--- src/rtl/bram_access_pkg.sv ---
// Shared types and helpers for the BRAM access unit and its load formatter.
package bram_access_pkg;

  typedef enum logic [1:0] {
    SIZE_BYTE = 2'd0,
    SIZE_HALF = 2'd1,
    SIZE_WORD = 2'd2,
    SIZE_RSVD = 2'd3
  } access_size_t;

  typedef enum logic [2:0] {
    IDLE     = 3'd0,
    ISSUE    = 3'd1,
    ISSUE_HI = 3'd2,
    WAIT     = 3'd3,
    RESP     = 3'd4
  } state_t;

  function automatic int size_bytes(access_size_t size);
    return 1 << size;
  endfunction

endpackage

--- src/rtl/bram_load_formatter.sv ---
// Extracts a byte/half/word from one or two adjacent BRAM words and sign- or zero-extends it.
module bram_load_formatter
  import bram_access_pkg::*;
#(
  parameter int  BYTES_PER_WORD = 4,
  localparam int WORD_BITS      = 8 * BYTES_PER_WORD,
  localparam int OFF_BITS       = $clog2(BYTES_PER_WORD)
) (
  input  logic [WORD_BITS-1:0] lo_word,
  input  logic [WORD_BITS-1:0] hi_word,
  input  logic [OFF_BITS-1:0]  offset,
  input  logic [1:0]           size,
  input  logic                 sign_ext,
  output logic [WORD_BITS-1:0] data
);

  logic [WORD_BITS-1:0] aligned;
  logic                 sign_bit;
  logic                 fill;
  int                   nbytes;

  // hi_word supplies the bytes that spill past the end of lo_word.
  assign aligned = WORD_BITS'({hi_word, lo_word} >> {offset, 3'b000});
  assign nbytes  = size_bytes(access_size_t'(size));

  always_comb begin
    sign_bit = 1'b0;
    case (access_size_t'(size))
      SIZE_BYTE: sign_bit = aligned[7];
      SIZE_HALF: sign_bit = aligned[15];
      default:   sign_bit = 1'b0;
    endcase
  end

  assign fill = sign_ext & sign_bit;

  for (genvar gi = 0; gi < BYTES_PER_WORD; gi++) begin : g_lane
    assign data[8*gi +: 8] = (gi < nbytes) ? aligned[8*gi +: 8] : {8{fill}};
  end

endmodule

--- src/rtl/bram_access_unit.sv ---
// Converts processor load/store requests into word-addressed cycles on one BRAM port.
// Define BRAM_ACCESS_MISALIGNED_SPLIT_EN to split word-crossing accesses into two BRAM cycles.
module bram_access_unit
  import bram_access_pkg::*;
#(
  parameter int  CAPACITY_BYTES = 128,
  parameter int  BYTES_PER_WORD = 4,
  localparam int ADDR_BITS      = $clog2(CAPACITY_BYTES),
  localparam int WORD_BITS      = 8 * BYTES_PER_WORD,
  localparam int OFF_BITS       = $clog2(BYTES_PER_WORD)
) (
  input  logic                      clk,
  input  logic                      reset,
  input  logic                      req_valid,
  output logic                      req_ready,
  input  logic                      req_write,
  input  logic [1:0]                req_size,
  input  logic                      req_signed,
  input  logic [ADDR_BITS-1:0]      req_address,
  input  logic [WORD_BITS-1:0]      req_wr_data,
  output logic                      rsp_valid,
  input  logic                      rsp_ready,
  output logic [WORD_BITS-1:0]      rsp_rd_data,
  output logic                      rsp_error,
  output logic [ADDR_BITS-1:0]      mem_address,
  output logic                      mem_rd_en,
  output logic [WORD_BITS-1:0]      mem_wr_data,
  output logic [BYTES_PER_WORD-1:0] mem_wr_en,
  input  logic [WORD_BITS-1:0]      mem_rd_data
);

  localparam int IDX_BITS = ADDR_BITS - OFF_BITS;

  state_t                    state_q, state_d;
  logic                      capture;
  logic                      req_cross;
  logic                      write_q;
  access_size_t              size_q;
  logic                      signed_q;
  logic [ADDR_BITS-1:0]      addr_q;
  logic [WORD_BITS-1:0]      wdata_q;
  logic [WORD_BITS-1:0]      rsp_data_q, rsp_data_d;
  logic                      rsp_err_q, rsp_err_d;
  logic [OFF_BITS-1:0]       off_q;
  logic [IDX_BITS-1:0]       word_q;
  logic [BYTES_PER_WORD-1:0] lane_mask;
  logic [BYTES_PER_WORD-1:0] en_lo;
  logic [WORD_BITS-1:0]      data_lo;
  logic [WORD_BITS-1:0]      fmt_lo, fmt_hi, fmt_data;

  assign off_q  = addr_q[OFF_BITS-1:0];
  assign word_q = addr_q[ADDR_BITS-1:OFF_BITS];

  assign req_cross = (int'(req_address[OFF_BITS-1:0]) +
                      size_bytes(access_size_t'(req_size))) > BYTES_PER_WORD;

  assign req_ready   = (state_q == IDLE);
  assign rsp_valid   = (state_q == RESP);
  assign rsp_rd_data = rsp_data_q;
  assign rsp_error   = rsp_err_q;

  for (genvar gi = 0; gi < BYTES_PER_WORD; gi++) begin : g_mask
    assign lane_mask[gi] = (gi < size_bytes(size_q));
  end

`ifdef BRAM_ACCESS_MISALIGNED_SPLIT_EN
  localparam logic [IDX_BITS-1:0] IDX_ONE = IDX_BITS'(1);

  logic                        cross_q;
  logic [WORD_BITS-1:0]        lo_data_q;
  logic [2*BYTES_PER_WORD-1:0] wr_en_pair;
  logic [2*WORD_BITS-1:0]      wr_data_pair;
  logic [BYTES_PER_WORD-1:0]   en_hi;
  logic [WORD_BITS-1:0]        data_hi;

  // Bytes shifted past the top lane land in the next word starting at lane 0.
  assign wr_en_pair   = {{BYTES_PER_WORD{1'b0}}, lane_mask} << off_q;
  assign wr_data_pair = {{WORD_BITS{1'b0}}, wdata_q} << {off_q, 3'b000};
  assign en_lo        = wr_en_pair[BYTES_PER_WORD-1:0];
  assign en_hi        = wr_en_pair[2*BYTES_PER_WORD-1:BYTES_PER_WORD];
  assign data_lo      = wr_data_pair[WORD_BITS-1:0];
  assign data_hi      = wr_data_pair[2*WORD_BITS-1:WORD_BITS];

  assign fmt_lo = cross_q ? lo_data_q : mem_rd_data;
  assign fmt_hi = cross_q ? mem_rd_data : '0;
`else
  assign en_lo   = lane_mask << off_q;
  assign data_lo = wdata_q << {off_q, 3'b000};
  assign fmt_lo  = mem_rd_data;
  assign fmt_hi  = '0;
`endif

  bram_load_formatter #(
    .BYTES_PER_WORD(BYTES_PER_WORD)
  ) u_formatter (
    .lo_word (fmt_lo),
    .hi_word (fmt_hi),
    .offset  (off_q),
    .size    (size_q),
    .sign_ext(signed_q),
    .data    (fmt_data)
  );

  always_comb begin
    state_d    = state_q;
    capture    = 1'b0;
    rsp_data_d = rsp_data_q;
    rsp_err_d  = rsp_err_q;
    case (state_q)
      IDLE: begin
        if (req_valid) begin
          capture    = 1'b1;
          rsp_data_d = '0;
          rsp_err_d  = 1'b0;
          if (access_size_t'(req_size) == SIZE_RSVD) begin
            rsp_err_d = 1'b1;
            state_d   = RESP;
          end else if (req_cross) begin
`ifdef BRAM_ACCESS_MISALIGNED_SPLIT_EN
            state_d = ISSUE;
`else
            rsp_err_d = 1'b1;
            state_d   = RESP;
`endif
          end else begin
            state_d = ISSUE;
          end
        end
      end
      ISSUE: begin
        state_d = write_q ? RESP : WAIT;
`ifdef BRAM_ACCESS_MISALIGNED_SPLIT_EN
        if (cross_q) state_d = ISSUE_HI;
`endif
      end
      ISSUE_HI: state_d = write_q ? RESP : WAIT;
      WAIT: begin
        rsp_data_d = fmt_data;
        state_d    = RESP;
      end
      RESP: if (rsp_ready) state_d = IDLE;
      default: state_d = IDLE;
    endcase
  end

  always_ff @(posedge clk) begin
    if (reset) begin
      state_q    <= IDLE;
      write_q    <= 1'b0;
      size_q     <= SIZE_BYTE;
      signed_q   <= 1'b0;
      addr_q     <= '0;
      wdata_q    <= '0;
      rsp_data_q <= '0;
      rsp_err_q  <= 1'b0;
`ifdef BRAM_ACCESS_MISALIGNED_SPLIT_EN
      cross_q    <= 1'b0;
      lo_data_q  <= '0;
`endif
    end else begin
      state_q    <= state_d;
      rsp_data_q <= rsp_data_d;
      rsp_err_q  <= rsp_err_d;
      if (capture) begin
        write_q  <= req_write;
        size_q   <= access_size_t'(req_size);
        signed_q <= req_signed;
        addr_q   <= req_address;
        wdata_q  <= req_wr_data;
`ifdef BRAM_ACCESS_MISALIGNED_SPLIT_EN
        cross_q  <= req_cross;
`endif
      end
`ifdef BRAM_ACCESS_MISALIGNED_SPLIT_EN
      // Low-word read data arrives while the high-word read is being issued.
      if (state_q == ISSUE_HI) lo_data_q <= mem_rd_data;
`endif
    end
  end

  always_comb begin
    mem_address = {word_q, {OFF_BITS{1'b0}}};
    mem_wr_data = data_lo;
    mem_rd_en   = 1'b0;
    mem_wr_en   = '0;
    if (state_q == ISSUE) begin
      mem_rd_en = ~write_q;
      mem_wr_en = write_q ? en_lo : '0;
    end
`ifdef BRAM_ACCESS_MISALIGNED_SPLIT_EN
    if (state_q == ISSUE_HI) begin
      mem_address = {word_q + IDX_ONE, {OFF_BITS{1'b0}}};
      mem_wr_data = data_hi;
      mem_rd_en   = ~write_q;
      mem_wr_en   = write_q ? en_hi : '0;
    end
`endif
    if (reset) begin
      mem_rd_en = 1'b0;
      mem_wr_en = '0;
    end
  end

endmodule

--- config.mk ---
export PLATFORM = sky130hd
export DESIGN_NAME = bram_access_unit
export DESIGN_NICKNAME = d
export VERILOG_FILES = /design/src/rtl/bram_access_pkg.sv /design/src/rtl/bram_load_formatter.sv /design/src/rtl/bram_access_unit.sv
export SDC_FILE = /design/constraint.sdc
export NUM_CORES = 1
export LEC_CHECK = 0
export ABC_AREA = 1
export CORE_MARGIN = 3
export CORE_UTILIZATION = 48
export CTS_CLUSTER_SIZE = 28
export DETAILED_ROUTE_END_ITERATION = 10
export GPL_TIMING_DRIVEN = 0
export HOLD_SLACK_MARGIN = 0.02
export MAX_ROUTING_LAYER = met4
export PLACE_DENSITY = 0.87
export SETUP_SLACK_MARGIN = 0.05
export SLEW_MARGIN = 10
export SYNTH_ARGS = -nofsm -noshare
export SYNTH_HDL_FRONTEND = slang
export SYNTH_SLANG_ARGS = --single-unit
export TNS_END_PERCENT = 30
--- constraint.sdc ---
create_clock -name clk -period 3.7 [get_ports clk]
set_input_delay 1.11 -clock clk [delete_from_list [all_inputs] [get_ports clk]]
set_output_delay 1.11 -clock clk [all_outputs]
set_load 0.01 [all_outputs]
# Word-level counts from Yosys, hierarchy flattened

Cells that the tools add are included.

Logic and storage cells: 58
Flip-flop bits (word level): 79
Output and inout port bits: 79
Input bits: 79

Bitwise logic cells: 2
Mux-type cells: 22
Add/sub/neg operators: 1
Reductions and logical operators: 7
Order comparisons: 5
Equality and inequality tests: 8
Shift operators: 5

Operators with widths:

| kind                                                 | number |
|---|---|
| < comparator 3 x 32 -> 1 bit (first input constant)  | 2 |
| case mux 32 bit (2 select lines)                     | 1 |
| << shifter 1 x 2 -> 32 bit (first input constant)    | 2 |
| adder 3 x 32 -> 32 bit                               | 1 |
| > comparator 32 x 4 -> 1 bit (second input constant) | 1 |
| < comparator 1 x 32 -> 1 bit (first input constant)  | 1 |
| < comparator 2 x 32 -> 1 bit (first input constant)  | 1 |
| two-way mux 32 bit                                   | 1 |
| two-way mux 8 bit                                    | 4 |
| << shifter 32 x 5 -> 32 bit                          | 1 |
| right shift 32 x 5 -> 32 bit                         | 1 |
| two-way mux 3 bit                                    | 5 |
| two-way mux 4 bit                                    | 3 |
| case mux 3 bit (4 select lines)                      | 1 |
| equality test 3 x 2 -> 1 bit (second input constant) | 2 |
| two-way mux 1 bit                                    | 6 |
| AND reduction 2 bit                                  | 3 |
| << shifter 4 x 2 -> 4 bit                            | 1 |
| equality test 3 x 1 -> 1 bit (second input constant) | 1 |
| equality test 3 bit (second input constant)          | 1 |
| zero test 3 bit                                      | 1 |
| equality test 2 x 1 -> 1 bit (second input constant) | 1 |
| equality test 2 bit (second input constant)          | 1 |
| zero test 2 bit                                      | 1 |
| other kinds (7)                                      | 7 |

# Depth between registers and ports, before layout

Gate-level depths: netlist of the first run.

Depth in word-level cells: 7
Gate-level depth with buffers: 12

# Modules after synthesis

A second synthesis of the first run with hierarchy kept.

Cell total of the unflattened synthesis: 724
Area, all modules: 4,653.2 sq um

By module, submodules not included:

| module              | area each (sq um) | sequential area each (sq um) | cells each | times used |
|---|---|---|---|---|
| bram_access_unit    | 3,557.2           | 1,581.5                      | 495        | 1 |
| bram_load_formatter | 1,096.1           | 0.0                          | 229        | 1 |

# Least setup slack after synthesis of the first run

No wires, ideal clock.

Path kind: in2out
Start point: in reset
End point: out mem_wr_en[2]
Data required time: 2,590 ps
Setup slack: 747 ps
Arrival: 1,843 ps
Buffers on the path: 1
Stages on the path: 4
Cell sequence: clkbuf_1 -> nor2_1 -> o21ai_0 -> a211oi_1

Word-level cells in the longest chain between the ends: 1

Ends and longest elaborated chain:

| what               | line                    | text |
|---|---|---|
| start: declaration | bram_access_unit.sv:13  | `input logic reset,` |
| two-way mux 4 bit  | bram_access_unit.sv:198 | `if (reset) begin` |
| end: declaration   | bram_access_unit.sv:28  | `output logic [BYTES_PER_WORD-1:0] mem_wr_en,` |

Every way passes these cells.

# Worst setup path in the final report of the first run

Start point: in reset
End point: out mem_wr_en[3]

Same word-level chain as after synthesis.

==> results of run 1 <==
## registers in the layout, indices dropped and copies added, names as in the netlist
name         count
rsp_rd_data     32
write_q          1
size_q           2
state_q          3
signed_q         1
rsp_error        1
addr_q           7
wdata_q         32
## logic make-up (layout without fill, tap and decap cells)
family	count (synthesis)	after routing
other cells	1	2
compound gates	196	196
flops	79	79
simple gates	247	247
fa+ha+maj	2	2
buf+inv	102	272
## final cells by class
class	count	area, um^2	share of cell area
multi-input combinational	447	2072	0.3461
sequential	79	1582	0.2642
timing repair buffer	155	1541	0.2575
buffer	51	260.3	0.04347
inverter	50	187.7	0.03135
tap	105	131.4	0.02194
clock buffer	9	123.9	0.02069
clock inverter	7	88.84	0.01484
## power by group through the flow
stage          Combinational [mW]  Sequential, mW  Clock [mW]
6_report                     1.49            1.03       0.698
2_1_floorplan               0.810            1.03           0
3_3_place_gp                 1.44            1.04           0
5_1_grt                      1.60            1.04       0.728
3_5_place_dp                 1.45            1.05           0
4_1_cts                      1.46            1.03       0.694
## synthesized netlist by cell type
cell type | n | area [um^2]
a21oi_1 | 107 | 535.5
fa_1 | 1 | 20.02
dfxtp_1 | 79 | 1582
ha_1 | 1 | 12.51
buf_4 | 7 | 52.55
inv_1 | 44 | 165.2
nand2_1 | 180 | 675.7
clkbuf_1 | 23 | 86.33
buf_1 | 2 | 7.510
nand2_4 | 1 | 11.26
conb_1 | 1 | 3.750
nand3_1 | 30 | 150.1
nand4_1 | 1 | 6.260
nand2_2 | 2 | 12.51
a211oi_1 | 2 | 15.01
a31oi_1 | 7 | 43.79
buf_2 | 18 | 90.09
inv_2 | 5 | 18.77
nor3_1 | 4 | 20.02
nor4_1 | 1 | 6.260
nor2_4 | 1 | 11.26
o31ai_1 | 1 | 7.510
nor2_1 | 26 | 97.59
o21bai_1 | 1 | 7.510
nor2_2 | 1 | 6.260
o21ai_0 | 64 | 320.3
clkinv_1 | 1 | 3.750
buf_6 | 2 | 22.52
o211ai_1 | 14 | 105.1
## metal layers
metal / routed length (um) / up-vias
li1: - / 2385
met1: 6024 / 2270
met2: 7366 / 353
met3: 1554 / 53
met4: 644 / 0
met5: 0 / -
## how the worst max path moves through the flow
stage | to
final | mem_wr_en[3]
after global routing | mem_wr_en[3]
after CTS | mem_wr_en[2]
after detailed placement | mem_wr_en[2]
after global placement | mem_wr_en[2]
after floorplan | mem_wr_en[2]
## worst min-delay path: stages (launching register included)
cell and delay, ns:
dfxtp_1 0.32, nand2_1 0.06, a21oi_1 0.05
## timing repair
| item | in CTS | in global routing |
|---|---|---|
| setup endpoints to repair | 5 | 11 |
| buffers inserted | 0 | 0 |
| resized for setup | 9 | 3 |
## per-stage QoR
step | power, mW | utilization | worst slack [ns] | area (um^2) | cells
after floorplan | 1.837 | - | 0.7465 | 4100 | 628
after global placement | 2.479 | 0.7003 | -0.4008 | 5783 | 888
after detailed placement | 2.498 | 0.7003 | -0.3820 | 5783 | 888
after CTS | 3.185 | 0.7258 | 0.05565 | 5993 | 904
after global routing | 3.371 | 0.7250 | -0.02476 | 5987 | 903
final | 3.217 | 0.7250 | 0.03016 | 5987 | 903
==> results.toml, run 1 <==
[clock_tree]
clk_latency_ns = 0.37
cts_sinks = 79
clockBufferDepth = 2
cts_max_level = 3
ctsHoldBuffers = 0
cts_tree = "done"
clk_pin_slew_ns = 0.09
cts_buffers = 9
cts-root-buf = "clkbuf_8"

[routing]
wl_per_cell_um = 17.26
ant_nets = 0
num_vias = 5061
dr.pass1.iters = 5
drc = 0
first_iter_violations = 314
vias_per_cell = 5.605
drt-total-wl_um = 15590

[min_path]
worstHoldPathCells = 2
hp-class = "flop to flop"
worstHoldStart = "rsp_rd_data[6]$_SDFFE_PP0P_"
holdPathEnd = "rsp_rd_data[6]$_SDFFE_PP0P_"

[finish]
fin_nets = 874
mostFrequentLayoutCell = "nand2_1"
syn2layout_area_growth_pct = 46.15
fillers = 675
drive_gt1_frac = 0.07018
insertedDiodeCount = 0
final_cell_mix = "nand2_1 (180), clkdlybuf4s50_1 (150), a21oi_1 (107), dfxtp_1 (79), o21ai_0 (64)"

[synthesis]
synth_adder_area_share = 0.007941
syn_inst = 627
synth_compound_area_frac = 0.2526
synth_mux_area_frac = 0
avgSynthCellArea_um2 = 6.533
synth_xor_area_frac = 0
synth.ff_latch_count = 79
synthSimpleGateAreaFrac = 0.2434
synth.distinct_cells = 29
syn_area_um2 = 4096
synth_top_family_by_area = "compound AO/OA/AOI/OAI gates"
yosysWarnings = 0
synth-seq-area-share = 0.3861

[timing]
whs_ns = 0.4686
min_period_ns = 3.670
period_share = 0.9918
setup_viol = 0
finalSetupTns_ns = 0
slew_headroom = 0.5922
rsz0062_at_grt = "true"
worstMarginPinSlew_ns = 0.6117
finalMaxSlewViolations = 0
fmax_mhz = 272.5
worst_clock_skew_ns = 0.01249
hold_viol = 0

[global_route]
antenna_found_initial = 0
track_usage = 0.3204
grt_pass1_wl_um = 24000
use_met3 = 0.07357
grt_pass1_vias = 4920
busiest_layer = "met2"
grt_max_degree = 17
gr-usage-met2 = 0.5299
use_met1 = 0.3668
grt_overflow = 0

[pwr]
cellPowerDensity_nw_per_um2 = 537.3
ir_worst_vdd_uv = 373.3
total_leakage_power_nw = 2.400
power.switching_mw = 1.332
cellInternalPower_mw = 1.885
swShare = 0.4141
p_comb_frac = 0.463
power_frac_clock = 0.217
p_seq_frac = 0.320

[worst_setup_path]
critPathCaptureType = "output port"
reg2reg_depth = 5
cp_max_fo = 10
crit_slowest_cell = "clkdlybuf4s50_1"
r2r-end = "rsp_rd_data[6]$_SDFFE_PP0P_"
path_cells = "clkdlybuf4s50_1 > clkbuf_4 > nor2_1 > o21ai_0 > nor3_1 > dlygate4sd2_1"
cpPeakStageDelay_ns = 0.43
crit-reg2reg-launch = "state_q[1]$_SDFFE_PP0P_"
worstPathRequired_ns = 2.59
critical_path_buf_inv_count = 3
r2r_slack_ns = 2.02
critPathLaunchType = "primary input"
critPathKind = "primary input to output port"
critical_path_arrival_ns = 2.56
crit_family = "buffers and inverters"
crit_start = "reset"
cp.depth = 6

[die]
die_height_um = 98.38
rows = 33
core_area_um2 = 8258
pin_count = 158
initial_core_util = 0.4961
dieArea_um2 = 9679
die_x_um = 98.38

[place]
dpl.hpwl_um = 11670
io_buffers = 155
gp_congestion = 0.9665

[status]
outcome = "finished clean"

[flow_run]
maxCapViolCount = 0
No activity file was read; power rests on OpenSTA's default activity.
==> run 2, diff against run 1 <==
GPL_ROUTABILITY_DRIVEN = 0   (was not set)
HOLD_SLACK_MARGIN = 0.06   (was 0.02)
==> results.toml, run 2 (synthesis results as in run 1) <==
[die]
core_area_um2 = 8258
die_x_um = 98.38
die_height_um = 98.38
dieArea_um2 = 9679
pin_count = 158
rows = 33
initial_core_util = 0.4961

[timing]
worstMarginPinSlew_ns = 0.5768
hold_viol = 0
period_share = 0.9816
timing.final.ws_setup_ns = 0.06791
finalMaxSlewViolations = 0
rsz0062_at_grt = "true"
slew_headroom = 0.6155
setup_viol = 0
fmax_mhz = 275.3
min_period_ns = 3.632
worst_clock_skew_ns = 0.009426

[pwr]
cellInternalPower_mw = 1.810
total_leakage_power_nw = 2.377
power_frac_clock = 0.196
swShare = 0.4177
p_seq_frac = 0.331
p_comb_frac = 0.473
ir_worst_vdd_uv = 379.9
power.switching_mw = 1.298
cellPowerDensity_nw_per_um2 = 521.4

[finish]
syn2layout_area_growth_pct = 45.54
drive_gt1_frac = 0.07143
final_cell_mix = "nand2_1 (180), clkdlybuf4s50_1 (150), a21oi_1 (107), dfxtp_1 (79), o21ai_0 (64)"
fillers = 672
insertedDiodeCount = 0
stdcell_area_um2 = 5962
mostFrequentLayoutCell = "nand2_1"
fin_nets = 874
final_cells = 903

[worst_setup_path]
crit_slowest_cell = "clkdlybuf4s50_1"
cp_max_fo = 10
r2r_slack_ns = 2.02
critical_path_arrival_ns = 2.52
critPathLaunchType = "primary input"
critPathCaptureType = "output port"
cpPeakStageDelay_ns = 0.46
path_cells = "clkdlybuf4s50_1 > clkbuf_4 > nor2_1 > o21ai_0 > a211oi_2 > clkdlybuf4s15_2"
reg2reg_depth = 5
worstPathRequired_ns = 2.59
critPathKind = "primary input to output port"

[clock_tree]
ctsHoldBuffers = 0
cts_buffers = 9
clockBufferDepth = 2
post_cts_buffers = 0
clk_pin_slew_ns = 0.09
cts-root-buf = "clkbuf_8"
cts_sinks = 79
cts_tree = "done"
cts_max_level = 3
clk_latency_ns = 0.36

[place]
dpl.hpwl_um = 11360
dp.cells = 888
io_buffers = 155
pre_cts_slack_ns = -0.4439
postPlaceCellArea_um2 = 5783

[global_route]
grt_pass1_wl_um = 23580
track_usage = 0.3111
grt_overflow = 0
antenna_found_initial = 0
grt_max_degree = 16
grt_pass1_vias = 4888

[routing]
drt-total-wl_um = 15050
dr.pass1.iters = 9
vias_per_cell = 5.740
num_vias = 5183
drc = 0
ant_nets = 0
wl_per_cell_um = 16.67
first_iter_violations = 430

[status]
outcome = "finished clean"

[min_path]
hp-class = "flop to flop"
worstHoldPathCells = 2

[flow_run]
maxCapViolCount = 0
[run 2: changes by cell type in the layout (fill, tap and decap cells not counted), sizes merged]
cell / change
dlygate4sd2: -1
bufinv: -1
clkinv: +1
inv: -1
clkdlybuf4s15: +1
clkinvlp: +1
[run 2: routing by layer]
metal,GRT usage,routed length (um),vias to the layer above
met5,-,0,-
met4,0.1660,758,0
met3,0.05500,1665,78
met2,0.4945,6886,418
met1,0.3750,5740,2301
li1,-,-,2386
[run 2: what timing repair did]
action                     4_1_cts  5_1_grt
setup endpoints to repair        5       11
pin swaps                        1        0
resized for setup                9        3
[run 2: worst max-delay path: cells and delay by family]
| kind | cells | cell delay (ns) |
|---|---|---|
| simple gates | 1 | 0.14 |
| buf+inv | 3 | 0.94 |
| compound gates | 2 | 0.33 |
[run 2: power by group through the flow]
stage,clock network (mW),registers [mW],logic (mW)
2_1_floorplan,0,1.03,0.810
3_3_place_gp,0,1.04,1.41
3_5_place_dp,0,1.04,1.43
4_1_cts,0.605,1.02,1.45
5_1_grt,0.649,1.04,1.59
6_report,0.608,1.03,1.47
[run 2: stage by stage]
step | TNS, ns | utilization | power, mW | hold slack, ns
global route | 0 | 0.7220 | 3.281 | 0.4894
global placement | -1.314 | 0.7003 | 2.447 | 0.4490
floorplan | 0 | - | 1.837 | 0.4358
CTS | 0 | 0.7223 | 3.076 | 0.4699
finish | 0 | 0.7220 | 3.109 | 0.4687
detailed placement | -1.385 | 0.7003 | 2.475 | 0.4573
[run 2: path summary, 6_finish.rpt]
kind,startpoint,to
hold reg to reg,rsp_rd_data[19]$_SDFFE_PP0P_,rsp_rd_data[19]$_SDFFE_PP0P_
hold / removal,rsp_rd_data[19]$_SDFFE_PP0P_,rsp_rd_data[19]$_SDFFE_PP0P_
setup / recovery,reset,mem_wr_en[2]
setup reg to reg,state_q[0]$_SDFFE_PP0P_,rsp_rd_data[4]$_SDFFE_PP0P_
[run 2: cell type report]
cell class                      instances  area [um^2]  share of cell area
Sequential cell                        79         1582              0.2653
Timing Repair Buffer                  155         1544              0.2590
Clock inverter                          7        57.56            0.009654
Tap cell                              105        131.4             0.02204
Inverter                               50        187.7             0.03148
Multi-Input combinational cell        447         2077              0.3484
Clock buffer                            9        123.9             0.02078
Buffer                                 51        259.0             0.04344
==> run 3, diff against run 2 <==
CORE_UTILIZATION = 30   (was 48)
PLACE_DENSITY = not set   (was 0.87)
==> results.toml, run 3 (synthesis results as in run 1) <==
[clock_tree]
cts_sinks = 79
clockBufferDepth = 2
cts_tree = "done"
cts_max_level = 3
clk_latency_ns = 0.34
clk_pin_slew_ns = 0.06
cts_buffers = 9
cts-root-buf = "clkbuf_16"
post_cts_buffers = 0

[finish]
final_cell_mix = "nand2_1 (180), clkdlybuf4s50_1 (150), a21oi_1 (107), dfxtp_1 (79), o21ai_0 (63)"
stdcell_area_um2 = 6140
fin_nets = 874
fillers = 1349
seq_area_um2 = 1582
insertedDiodeCount = 0
multiInputGateArea_um2 = 2079
mostFrequentLayoutCell = "nand2_1"
drive_gt1_frac = 0.07277
syn2layout_area_growth_pct = 49.88

[worst_setup_path]
critPathCaptureType = "output port"
critPathKind = "primary input to output port"
critical_path_arrival_ns = 2.46
reg2reg_depth = 5
crit_start = "reset"
r2r-end = "rsp_rd_data[4]$_SDFFE_PP0P_"
crit-reg2reg-launch = "state_q[0]$_SDFFE_PP0P_"
worstPathRequired_ns = 2.59
cp_max_fo = 10
critPathLaunchType = "primary input"
r2r_slack_ns = 2.02

[timing]
rsz0062_at_grt = "false"
setup_viol = 0
finalMaxSlewViolations = 0
fmax_mhz = 279.7
slew_headroom = 0.5948
period_share = 0.9661
worstMarginPinSlew_ns = 0.6078
min_period_ns = 3.575
worst_clock_skew_ns = 0.006183
whs_ns = 0.4664
hold_viol = 0

[routing]
num_vias = 4971
wl_per_cell_um = 16.76
vias_per_cell = 5.109
dr.pass1.iters = 6
ant_nets = 0
drt-total-wl_um = 16310
drc = 0
first_iter_violations = 416

[place]
io_buffers = 155
dpl.hpwl_um = 12460
postPlaceCellArea_um2 = 5872

[die]
core_area_um2 = 13300
rows = 42
pin_count = 158
die_x_um = 122.9
dieArea_um2 = 15090
initial_core_util = 0.3081
die_height_um = 122.9

[global_route]
grt_pass1_vias = 4838
grt_pass1_wl_um = 25030
antenna_found_initial = 0
track_usage = 0.2229
grt_overflow = 0
grt_max_degree = 13

[pwr]
total_leakage_power_nw = 2.428
swShare = 0.3926
power.switching_mw = 1.310
cellInternalPower_mw = 2.027
p_comb_frac = 0.448
power_frac_clock = 0.243
ir_worst_vdd_uv = 316.5
cellPowerDensity_nw_per_um2 = 543.6
p_seq_frac = 0.309

[min_path]
worstHoldStart = "rsp_rd_data[10]$_SDFFE_PP0P_"
holdPathEnd = "rsp_rd_data[10]$_SDFFE_PP0P_"
hp-class = "flop to flop"
worstHoldPathCells = 2

[flow_run]
maxCapViolCount = 0

[status]
outcome = "finished clean"
## run 3: repair_timing
| action | CTS | global route |
|---|---|---|
| endpoints found under the setup margin | 5 | 10 |
| hold endpoints to repair | 0 | 0 |
| pin swaps | 1 | 1 |
| cloned | 0 | 0 |
| hold buffers | 0 | 0 |
| gates resized for setup | 10 | 9 |
## run 3: cell type report
cell class                      instances  share of cell area
Sequential cell                        79              0.2576
Inverter                               50             0.03057
Buffer                                 51             0.04259
Clock inverter                          4            0.003668
Timing Repair Buffer                  155              0.2515
Clock buffer                           11             0.03954
Tap cell                              176             0.03587
Multi-Input combinational cell        447              0.3387
## run 3: power by group through the flow
stage | clock network, mW | registers, mW | logic, mW
floorplan | 0 | 1.03 | 0.810
global placement | 0 | 1.04 | 1.46
detailed placement | 0 | 1.05 | 1.47
CTS | 0.829 | 1.03 | 1.49
global route | 0.866 | 1.04 | 1.63
finish | 0.812 | 1.03 | 1.49
## run 3: per-layer routing
metal | up-vias | GRT usage | wire length (um)
li1 | 2390 | - | -
met1 | 2285 | 0.2892 | 7063
met2 | 261 | 0.3444 | 7408
met3 | 35 | 0.04194 | 1403
met4 | 0 | 0.08607 | 437
met5 | - | - | 0
## run 3: worst max-delay path: stages
cell	delay, ns
clkdlybuf4s50_1	0.44
buf_4	0.20
nor2_2	0.13
o21ai_0	0.11
a211oi_2	0.21
clkdlybuf4s15_2	0.26
## run 3: worst max path at each step
stage                              end  slack (ns)  depth (start not counted)
final                     mem_wr_en[2]        0.13                          6
after global routing      mem_wr_en[2]        0.05                          6
after CTS                 mem_wr_en[3]        0.01                          6
after detailed placement  mem_wr_en[2]       -0.47                          6
after global placement    mem_wr_en[2]       -0.46                          6
after floorplan           mem_wr_en[2]        0.75                          4
## run 3: stage by stage
stage          TNS, ns  power [mW]  setup WS (ns)  std cells    util
2_1_floorplan        0       1.837         0.7465        628       -
3_3_place_gp    -1.534       2.504        -0.4601        959  0.4417
3_5_place_dp    -1.512       2.517        -0.4708        959  0.4417
4_1_cts              0       3.343        0.01494        974  0.4620
5_1_grt              0       3.539        0.05143        973  0.4618
6_report             0       3.337         0.1253        973  0.4618
